### config.mk
export PLATFORM = sky130hd
export DESIGN_NAME = sdc_block_write_ctrl
export DESIGN_NICKNAME = d
export VERILOG_FILES = /design/src/rtl/sdc_block_write_ctrl.sv
export SDC_FILE = /design/constraint.sdc
export NUM_CORES = 1
export LEC_CHECK = 0
export CORE_AREA = 2 2 82 84
export CTS_CLUSTER_DIAMETER = 100
export DETAILED_ROUTE_END_ITERATION = 16
export DIE_AREA = 0 0 84 86
export PLACE_DENSITY = 0.76
export SLEW_MARGIN = 25
export SYNTH_ARGS = -nofsm -noshare
export SYNTH_HDL_FRONTEND = slang
export SYNTH_SLANG_ARGS = --single-unit
export TNS_END_PERCENT = 5
### constraint.sdc
create_clock -name clk -period 3 [get_ports clk]
set_input_delay 0.6 -clock clk [delete_from_list [all_inputs] [get_ports clk]]
set_output_delay 0.6 -clock clk [all_outputs]
set_load 0.1 [all_outputs]
### src/rtl/sdc_block_write_ctrl.sv
// SD-card single-block write sequencer for DAT0 in 1-bit mode: drives the
// data frame, then reads back the card's CRC-status token and waits out busy.
module sdc_block_write_ctrl #(
  parameter int BLOCK_BYTES    = 512,
  parameter int PRE_CYCLES     = 2,
  parameter int STATUS_TIMEOUT = 64,
  parameter int BUSY_TIMEOUT   = 65535
) (
  input  logic       clk,
  input  logic       reset_n,
  input  logic       start,
  output logic       byte_req,
  input  logic       byte_valid,
  input  logic [7:0] byte_data,
  output logic       crc_clr,
  output logic       crc_en,
  output logic       crc_shift,
  input  logic       crc_bit,
  output logic       sdc_dat_out,
  output logic       sdc_dat_oe,
  input  logic       sdc_dat_in,
  output logic       busy,
  output logic       done,
  output logic [2:0] err_code
);

  localparam int          NBITS     = 8 * BLOCK_BYTES;
  localparam logic [12:0] LAST_BIT  = 13'(NBITS - 1);
  localparam logic [12:0] LAST_LOAD = 13'(NBITS - 9);
  localparam logic [12:0] PRE_LAST  = 13'(PRE_CYCLES - 1);
  localparam logic [15:0] ST_TMO    = 16'(STATUS_TIMEOUT);
  localparam logic [15:0] BSY_TMO   = 16'(BUSY_TIMEOUT);

  typedef enum logic [3:0] {
    S_IDLE, S_PRE, S_START, S_DATA, S_CRC, S_END, S_WAIT_ST, S_STATUS, S_BUSY, S_DONE
  } state_t;

  state_t      state;
  logic [7:0]  shift_q;
  logic [7:0]  hold_q;
  logic        hold_full;
  logic [12:0] bit_cnt;
  logic [15:0] tcnt;
  logic        underrun;
  logic [2:0]  st_bits;
  logic        dat_q;
  logic        accept;

  function automatic logic [2:0] status_err(input logic [2:0] s);
    case (s)
      3'b010:  return 3'd0;
      3'b101:  return 3'd1;
      3'b110:  return 3'd2;
      default: return 3'd6;
    endcase
  endfunction

  assign accept = byte_req & byte_valid;
  // CRC bits come straight from the CRC unit so they line up with crc_shift.
  assign sdc_dat_out = (state == S_CRC) ? crc_bit : dat_q;

  always_ff @(posedge clk or negedge reset_n) begin
    if (!reset_n) begin
      state      <= S_IDLE;
      shift_q    <= '0;
      hold_q     <= '0;
      hold_full  <= 1'b0;
      bit_cnt    <= '0;
      tcnt       <= '0;
      underrun   <= 1'b0;
      st_bits    <= '0;
      dat_q      <= 1'b1;
      sdc_dat_oe <= 1'b0;
      byte_req   <= 1'b0;
      crc_clr    <= 1'b0;
      crc_en     <= 1'b0;
      crc_shift  <= 1'b0;
      busy       <= 1'b0;
      done       <= 1'b0;
      err_code   <= '0;
    end else begin
      crc_clr <= 1'b0;
      done    <= 1'b0;
      if (accept) begin
        hold_q    <= byte_data;
        hold_full <= 1'b1;
        byte_req  <= 1'b0;
      end
      case (state)
        S_IDLE: if (start) begin
          state      <= S_PRE;
          busy       <= 1'b1;
          crc_clr    <= 1'b1;
          byte_req   <= 1'b1;
          hold_full  <= 1'b0;
          sdc_dat_oe <= 1'b1;
          dat_q      <= 1'b1;
          bit_cnt    <= '0;
          tcnt       <= '0;
          underrun   <= 1'b0;
          err_code   <= '0;
        end
        S_PRE: begin
          if (bit_cnt == PRE_LAST) begin
            state <= S_START;
            dat_q <= 1'b0;
            tcnt  <= '0;
          end else begin
            bit_cnt <= bit_cnt + 13'd1;
          end
        end
        S_START: begin
          if (!hold_full) begin
            state    <= S_END;
            dat_q    <= 1'b1;
            underrun <= 1'b1;
            err_code <= 3'd3;
            byte_req <= 1'b0;
          end else begin
            state     <= S_DATA;
            shift_q   <= hold_q;
            dat_q     <= hold_q[7];
            crc_en    <= 1'b1;
            hold_full <= accept;
            byte_req  <= !accept && (BLOCK_BYTES > 1);
            bit_cnt   <= '0;
          end
        end
        S_DATA: begin
          bit_cnt <= bit_cnt + 13'd1;
          if (bit_cnt == LAST_BIT) begin
            state     <= S_CRC;
            crc_en    <= 1'b0;
            crc_shift <= 1'b1;
            bit_cnt   <= '0;
          end else if (bit_cnt[2:0] == 3'd7) begin
            // Byte boundary: the next byte must already sit in the holding register.
            if (!hold_full) begin
              state    <= S_END;
              crc_en   <= 1'b0;
              dat_q    <= 1'b1;
              underrun <= 1'b1;
              err_code <= 3'd3;
              byte_req <= 1'b0;
            end else begin
              shift_q   <= hold_q;
              dat_q     <= hold_q[7];
              hold_full <= accept;
              byte_req  <= !accept && (bit_cnt != LAST_LOAD);
            end
          end else begin
            shift_q <= {shift_q[6:0], 1'b0};
            dat_q   <= shift_q[6];
          end
        end
        S_CRC: begin
          bit_cnt <= bit_cnt + 13'd1;
          if (bit_cnt == 13'd15) begin
            state     <= S_END;
            crc_shift <= 1'b0;
            dat_q     <= 1'b1;
          end
        end
        S_END: begin
          sdc_dat_oe <= 1'b0;
          tcnt       <= '0;
          if (underrun) begin
            state <= S_DONE;
            done  <= 1'b1;
          end else begin
            state <= S_WAIT_ST;
          end
        end
        S_WAIT_ST: begin
          if (!sdc_dat_in) begin
            state   <= S_STATUS;
            bit_cnt <= '0;
            tcnt    <= '0;
          end else if (tcnt == ST_TMO) begin
            state    <= S_DONE;
            done     <= 1'b1;
            err_code <= 3'd4;
          end else begin
            tcnt <= tcnt + 16'd1;
          end
        end
        S_STATUS: begin
          bit_cnt <= bit_cnt + 13'd1;
          if (bit_cnt < 13'd3) st_bits <= {st_bits[1:0], sdc_dat_in};
          if (bit_cnt == 13'd3) begin
            state    <= S_BUSY;
            tcnt     <= '0;
            err_code <= status_err(st_bits);
          end
        end
        S_BUSY: begin
          if (sdc_dat_in) begin
            state <= S_DONE;
            done  <= 1'b1;
          end else if (tcnt == BSY_TMO) begin
            state    <= S_DONE;
            done     <= 1'b1;
            err_code <= 3'd5;
          end else begin
            tcnt <= tcnt + 16'd1;
          end
        end
        S_DONE: begin
          state <= S_IDLE;
          busy  <= 1'b0;
        end
        default: state <= S_IDLE;
      endcase
    end
  end

endmodule

==> results.yml, run 1 <==
status:
  status: "complete, no violations"
pwr:
  leakage_nw: 1.77
  powerDensity_mw_per_mm2: 970
  ir_drop_mv: 0.695
critical_path:
  regToRegSetupSlack_ns: 0.34
  cpMaxStageDelayCell: "a211oi_1"
  required_ns: 3.22
  start_kind: "flip-flop"
  critPathTopFamily: "compound AO/OA/AOI/OAI gates"
  cpPeakStageDelay_ns: 0.50
  cp_num_buf_inv: 0
  crit_type: "reg2reg"
  critPathCaptureType: "flip-flop"
  crit_fanout: 7
  path_cells: "nor4_1, and4b_1, a21oi_1, a211oi_1, nand3_1, a221o_1"
  arrival_ns: 2.88
floorplan:
  start_util: 0.579
  io_pins: 25
  core_area_mm2: 0.00628
  die_w_um: 84
  rows: 29
  die-area_mm2: 0.00722
  die_h_um: 86
synthesis:
  synth_top_family_by_area: "simple AND/OR/NAND/NOR gates"
  yosys_warnings: 0
  synth_adder_area_share: 0.0172
  synth-edff-count: 0
  synth_largest_area_cell: "dfrtp_1"
  synth-seq-cells: 64
  synth_fp_nets: 434
  ys_types: 57
  synthFlopType: "dfrtp_1"
  synth-compound-area-share: 0.166
  netlist.area_leader.share: 0.433
  syn_inst: 415
  synth.cell_area_mm2: 0.00364
  avgSynthCellArea_um2: 8.76
  synth-simple-area-share: 0.272
  synth_mux_area_frac: 0.0513
  synth_xor_area_frac: 0.0217
  synthTopCellsByArea: "dfrtp_1 (43%), nor2_1 (5.9%), nand2_1 (4.6%), mux2_2 (4.0%), a21oi_1 (3.6%)"
  ys_async_sr_fraction: 1.00
  ys_seq_area_frac: 0.441
timing:
  worstMarginPinSlew_ns: 0.790
  setup_viol: 0
  fin_setup_tns_ns: 0
  hold_slack_ns: 0.424
  rsz0062_at_grt: "false"
  hold_violations: 0
  layout_worst_path_cycle_share: 0.886
  fin_skew_ns: 0.0128
  drv_slew: 0
  period_minus_slack_ns: 2.66
  slew-limit-headroom: 0.473
  max_freq_mhz: 376
clocking:
  clkTransAtPathRegs_ns: 0.07
  tritoncts: "built"
  cts_root_buf: "clkbuf_8"
  h-tree-depth: 3
  cts.sinks: 64
  postCtsSetupRepairBufs: 0
  cts_resized: 0
  clk_latency_ns: 0.34
  postCtsHoldBufs: 0
  clk_path_buf_depth: 2
  cts_buffers: 9
job:
  maxCapViolations: 0
placement:
  portBuffers: 24
  dpl_cell_area_mm2: 0.00398
  dp_hpwl_mm: 5.71
  gp_congestion: 0.903
global_routing:
  overflow: 0
  grt_pass1_vias: 2992
  grt_first_pass_wirelength_mm: 14.2
  grt_max_degree: 65
  antenna_found_initial: 0
  grtUsageTotal: 0.244
detailed_routing:
  drt-total-wl_mm: 8.07
  first_iter_violations: 235
  num_vias: 3186
  vias_per_cell: 6.12
  drcViolationCount: 0
  first_pass_iters: 5
  drtAntennaViolNets: 0
  routedWlPerCell_um: 15.5
finish:
  diodes: 0
  layout-drive-gt1-share: 0.135
  fin_nets: 460
  fin_area_mm2: 0.00414
  area_growth_pct: 13.8
worst_hold_path:
  hp-class: "in2async"
metrics by stage:
step / setup slack, ns / util / power (mW) / cells
after floorplan: 0.617 / - / 2.83 / 415
after global placement: 0.171 / 0.633 / 3.34 / 507
after detailed placement: 0.169 / 0.634 / 3.38 / 507
after CTS: 0.424 / 0.659 / 4.01 / 521
after global routing: 0.105 / 0.659 / 4.29 / 521
final: 0.341 / 0.659 / 4.02 / 521
worst reg2reg max path, cell delays in order, from the launching register on:
cell      delay (ns)
dfrtp_1         0.46
nor4_1          0.34
and4b_1         0.37
a21oi_1         0.21
a211oi_1        0.50
nand3_1         0.26
a221o_1         0.40
flip-flops by register name, indices dropped and copies added (netlist names), 3 cells and up:
| register | flops |
|---|---|
| st_bits | 3 |
| hold_q | 8 |
| shift_q | 7 |
| tcnt | 16 |
| err_code | 3 |
| bit_cnt | 13 |
| state | 4 |
routing by layer:
layer	vias up	track usage	share of wire	routed length, um
li1	1574	-	-	-
met1	1499	0.350	0.48	3910
met2	93	0.367	0.44	3570
met3	20	0.0529	0.056	448
met4	0	0.0865	0.018	148
met5	-	0	0	0
final cells by class:
| type | instances | area (um^2) |
|---|---|---|
| Fill cell | 519 | 2140 |
| Multi-Input combinational cell | 322 | 1940 |
| Sequential cell | 64 | 1600 |
| Timing Repair Buffer | 37 | 318 |
| Clock buffer | 13 | 149 |
| Tap cell | 77 | 96.3 |
| Inverter | 7 | 26.3 |
| Clock inverter | 1 | 5.00 |
cells in the final DEF, fill, tap and decap left out, types with 5 or more instances in the layout:
cell type and count:
buf_4 23, nor2b_1 6, xor2_1 8, mux2_2 13, nand2_1 45, dfrtp_1 63
and3_1 10, nand4_1 12, nor4_1 5, a21oi_1 26, ha_1 5, o22ai_1 8
a31oi_1 12, nand3_1 21, clkbuf_8 10, inv_1 7, nor2_1 57, clkdlybuf4s50_1 12
o21ai_0 18, nor3_1 9
cell usage after synthesis, types with 3 or more instances:
library cell / instances
buf_2: 3
o22ai_1: 8
nor4_1: 5
or2_2: 3
a221o_1: 3
nand4_1: 12
and3_1: 10
nor2b_1: 6
o21ai_0: 18
nor4b_1: 3
nand2b_1: 4
xor2_1: 8
mux2i_1: 4
nor2_1: 57
a21o_1: 3
nand3_1: 21
ha_1: 5
o21a_1: 4
nor3_1: 9
and4_1: 3
a21oi_1: 26
inv_1: 7
dfrtp_1: 63
a211oi_1: 3
a31oi_1: 12
nor3b_1: 3
clkbuf_1: 18
nand2_1: 45
mux2_2: 13
or3_1: 3
logic make-up after synthesis:
| logic type | after synthesis |
|---|---|
| and+or+nand+nor | 196 |
| AOI/OAI and AO/OA | 95 |
| DFF | 64 |
| buffers and inverters | 29 |
| muxes | 17 |
| xor gates and xnor gates | 9 |
| adders and majority gates | 5 |
where the power goes:
| part | leakage, nW | internal (mW) | switching, mW |
|---|---|---|---|
| clock network | 0.0794 | 0.313 | 0.307 |
| logic | 0.862 | 0.721 | 1.37 |
| registers | 0.829 | 1.11 | 0.200 |
worst paths after layout:
kind | from | endpoint | cells past startpoint
worst max-delay path | bit_cnt[6] | state[2] | 6
worst min-delay path | reset_n | bit_cnt[8] | 2
worst max register to register | bit_cnt[6] | state[2] | 6
worst min register to register | hold_q[0] | hold_q[0] | 1
max in group asynchronous | reset_n | shift_q[6] | 2
min in group clk | hold_q[0] | hold_q[0] | 1
No activity file was read; power rests on OpenSTA's default activity.
==> run 2, diff against run 1 <==
- CORE_AREA: 2 2 82 84 -> 2 2 104 106
- DIE_AREA: 0 0 84 86 -> 0 0 106 108
- PLACE_DENSITY: 0.76 -> 0.5
- RECOVER_POWER: default -> 25
==> results.yml, run 2 (synthesized netlist as in run 1, its figures left out) <==
floorplan:
  start_util: 0.356
  core_area_mm2: 0.0102
  die_w_um: 106
  die-area_mm2: 0.0114
  rows: 37
  die_h_um: 108
  io_pins: 25
clocking:
  postCtsHoldBufs: 0
  tritoncts: "built"
  postCtsSetupRepairBufs: 0
  cts.sinks: 64
  clkTransAtPathRegs_ns: 0.08
  cts_root_buf: "clkbuf_8"
  cts_resized: 0
  cts_buffers: 9
  h-tree-depth: 3
  clk_path_buf_depth: 2
  clk_latency_ns: 0.35
critical_path:
  arrival_ns: 2.89
  crit_type: "reg2reg"
  crit_fanout: 5
  path_cells: "nor4_1, and4b_1, a21oi_1, a211oi_1, nand3_1, a221o_1"
  start_kind: "flip-flop"
  critPathCaptureType: "flip-flop"
  required_ns: 3.22
  cpMaxStageDelayCell: "a211oi_1"
  cpPeakStageDelay_ns: 0.47
detailed_routing:
  drt-total-wl_mm: 9.31
  drcViolationCount: 0
  routedWlPerCell_um: 15.9
  drtAntennaViolNets: 0
  vias_per_cell: 5.47
  num_vias: 3204
  first_pass_iters: 5
  first_iter_violations: 193
pwr:
  power.internal_mw: 2.34
  pwr-share-clk: 0.194
  swShare: 0.455
  ir_drop_mv: 0.495
  powerDensity_mw_per_mm2: 1000
  pwr-share-seq: 0.304
  switchingPower_mw: 1.95
  comb_power_share: 0.502
  leakage_nw: 1.81
finish:
  area_growth_pct: 18.0
  fillers: 1034
  fin_util: 0.419
  layout-drive-gt1-share: 0.144
  mostFrequentLayoutCells: "dfrtp_1 (63), nor2_1 (57), nand2_1 (45)"
  final_common_cell: "dfrtp_1"
  diodes: 0
  largest_reg_flops: 16
  fin_nets: 464
  top_regs: "tcnt x16, bit_cnt x13, hold_q x8"
  largest-register: "tcnt"
timing:
  fin_skew_ns: 0.0122
  max_freq_mhz: 375
  worstMarginPinSlew_ns: 1.52
  setup_viol: 0
  drv_slew: 29
  rsz0062_at_grt: "false"
  layout_worst_path_cycle_share: 0.888
  period_minus_slack_ns: 2.66
  slew-limit-headroom: -0.0159
  hold_violations: 0
  fin_setup_tns_ns: 0
status:
  violations: "max-capacitance violations, max-slew violations"
  status: "finished, violations left"
global_routing:
  grt_max_degree: 38
  overflow: 0
  grt_pass1_vias: 3147
  grtUsageTotal: 0.177
  grt_first_pass_wirelength_mm: 16.1
  antenna_found_initial: 0
placement:
  portBuffers: 24
  dp_hpwl_mm: 6.58
  gp_congestion: 0.869
job:
  maxCapViolations: 1
worst_hold_path:
  hp-class: "reg2reg"
==> run 2: cell types whose count changed in the layout (fill, tap and decap cells not counted), sizes merged <==
cell / change
bufinv: +2
clkbuf: +2
buf: +2
==> run 2: routing by layer <==
layer | track usage | part of all wire
met1 | 0.253 | 0.50
met2 | 0.266 | 0.44
met3 | 0.0404 | 0.041
met4 | 0.0573 | 0.014
met5 | 0 | 0
==> run 2: per-stage QoR <==
step	cell area (um^2)	power, mW	setup slack (ns)	hold WS, ns	std cells
3_3_place_gp	4090	3.46	0.302	0.493	570
3_5_place_dp	4090	3.47	0.257	0.495	570
5_1_grt	4290	4.62	0.171	0.530	586
4_1_cts	4300	4.31	0.407	0.299	586
6_report	4290	4.30	0.336	0.507	586
2_1_floorplan	3640	2.83	0.617	0.304	415
==> run 2: worst max-delay path: cells and delay by family (launching register included) <==
| kind | cells | cell delay (ns) |
|---|---|---|
| compound gates | 3 | 1.07 |
| simple gates | 3 | 1.04 |
| flops | 1 | 0.43 |
==> run 2: cell type report <==
cell class,instances,area (um^2),area share
Clock buffer,13,149,0.0347
Clock inverter,3,65.1,0.0152
Inverter,7,26.3,0.00612
Multi-Input combinational cell,322,1930,0.451
Sequential cell,64,1600,0.374
Tap cell,136,170,0.0397
Timing Repair Buffer,41,344,0.0802
==> run 2: final timing paths <==
path	start	endpoint	slack, ns	cells past startpoint
setup reg to reg	bit_cnt[8]	state[2]	0.34	6
hold / removal	dat_q	dat_q	0.51	2
min in group asynchronous	reset_n	bit_cnt[7]	0.60	1
setup / recovery	bit_cnt[8]	state[2]	0.34	6
hold reg to reg	dat_q	dat_q	0.51	2
max in group asynchronous	reset_n	state[1]	0.72	2
==> run 2: power by group through the flow <==
| stage | Combinational (mW) | Sequential (mW) | Clock [mW] |
|---|---|---|---|
| global route | 2.37 | 1.35 | 0.900 |
| finish | 2.16 | 1.31 | 0.833 |
| global placement | 2.13 | 1.32 | 0 |
| CTS | 2.15 | 1.31 | 0.853 |
| detailed placement | 2.14 | 1.32 | 0 |
| floorplan | 1.23 | 1.60 | 0 |
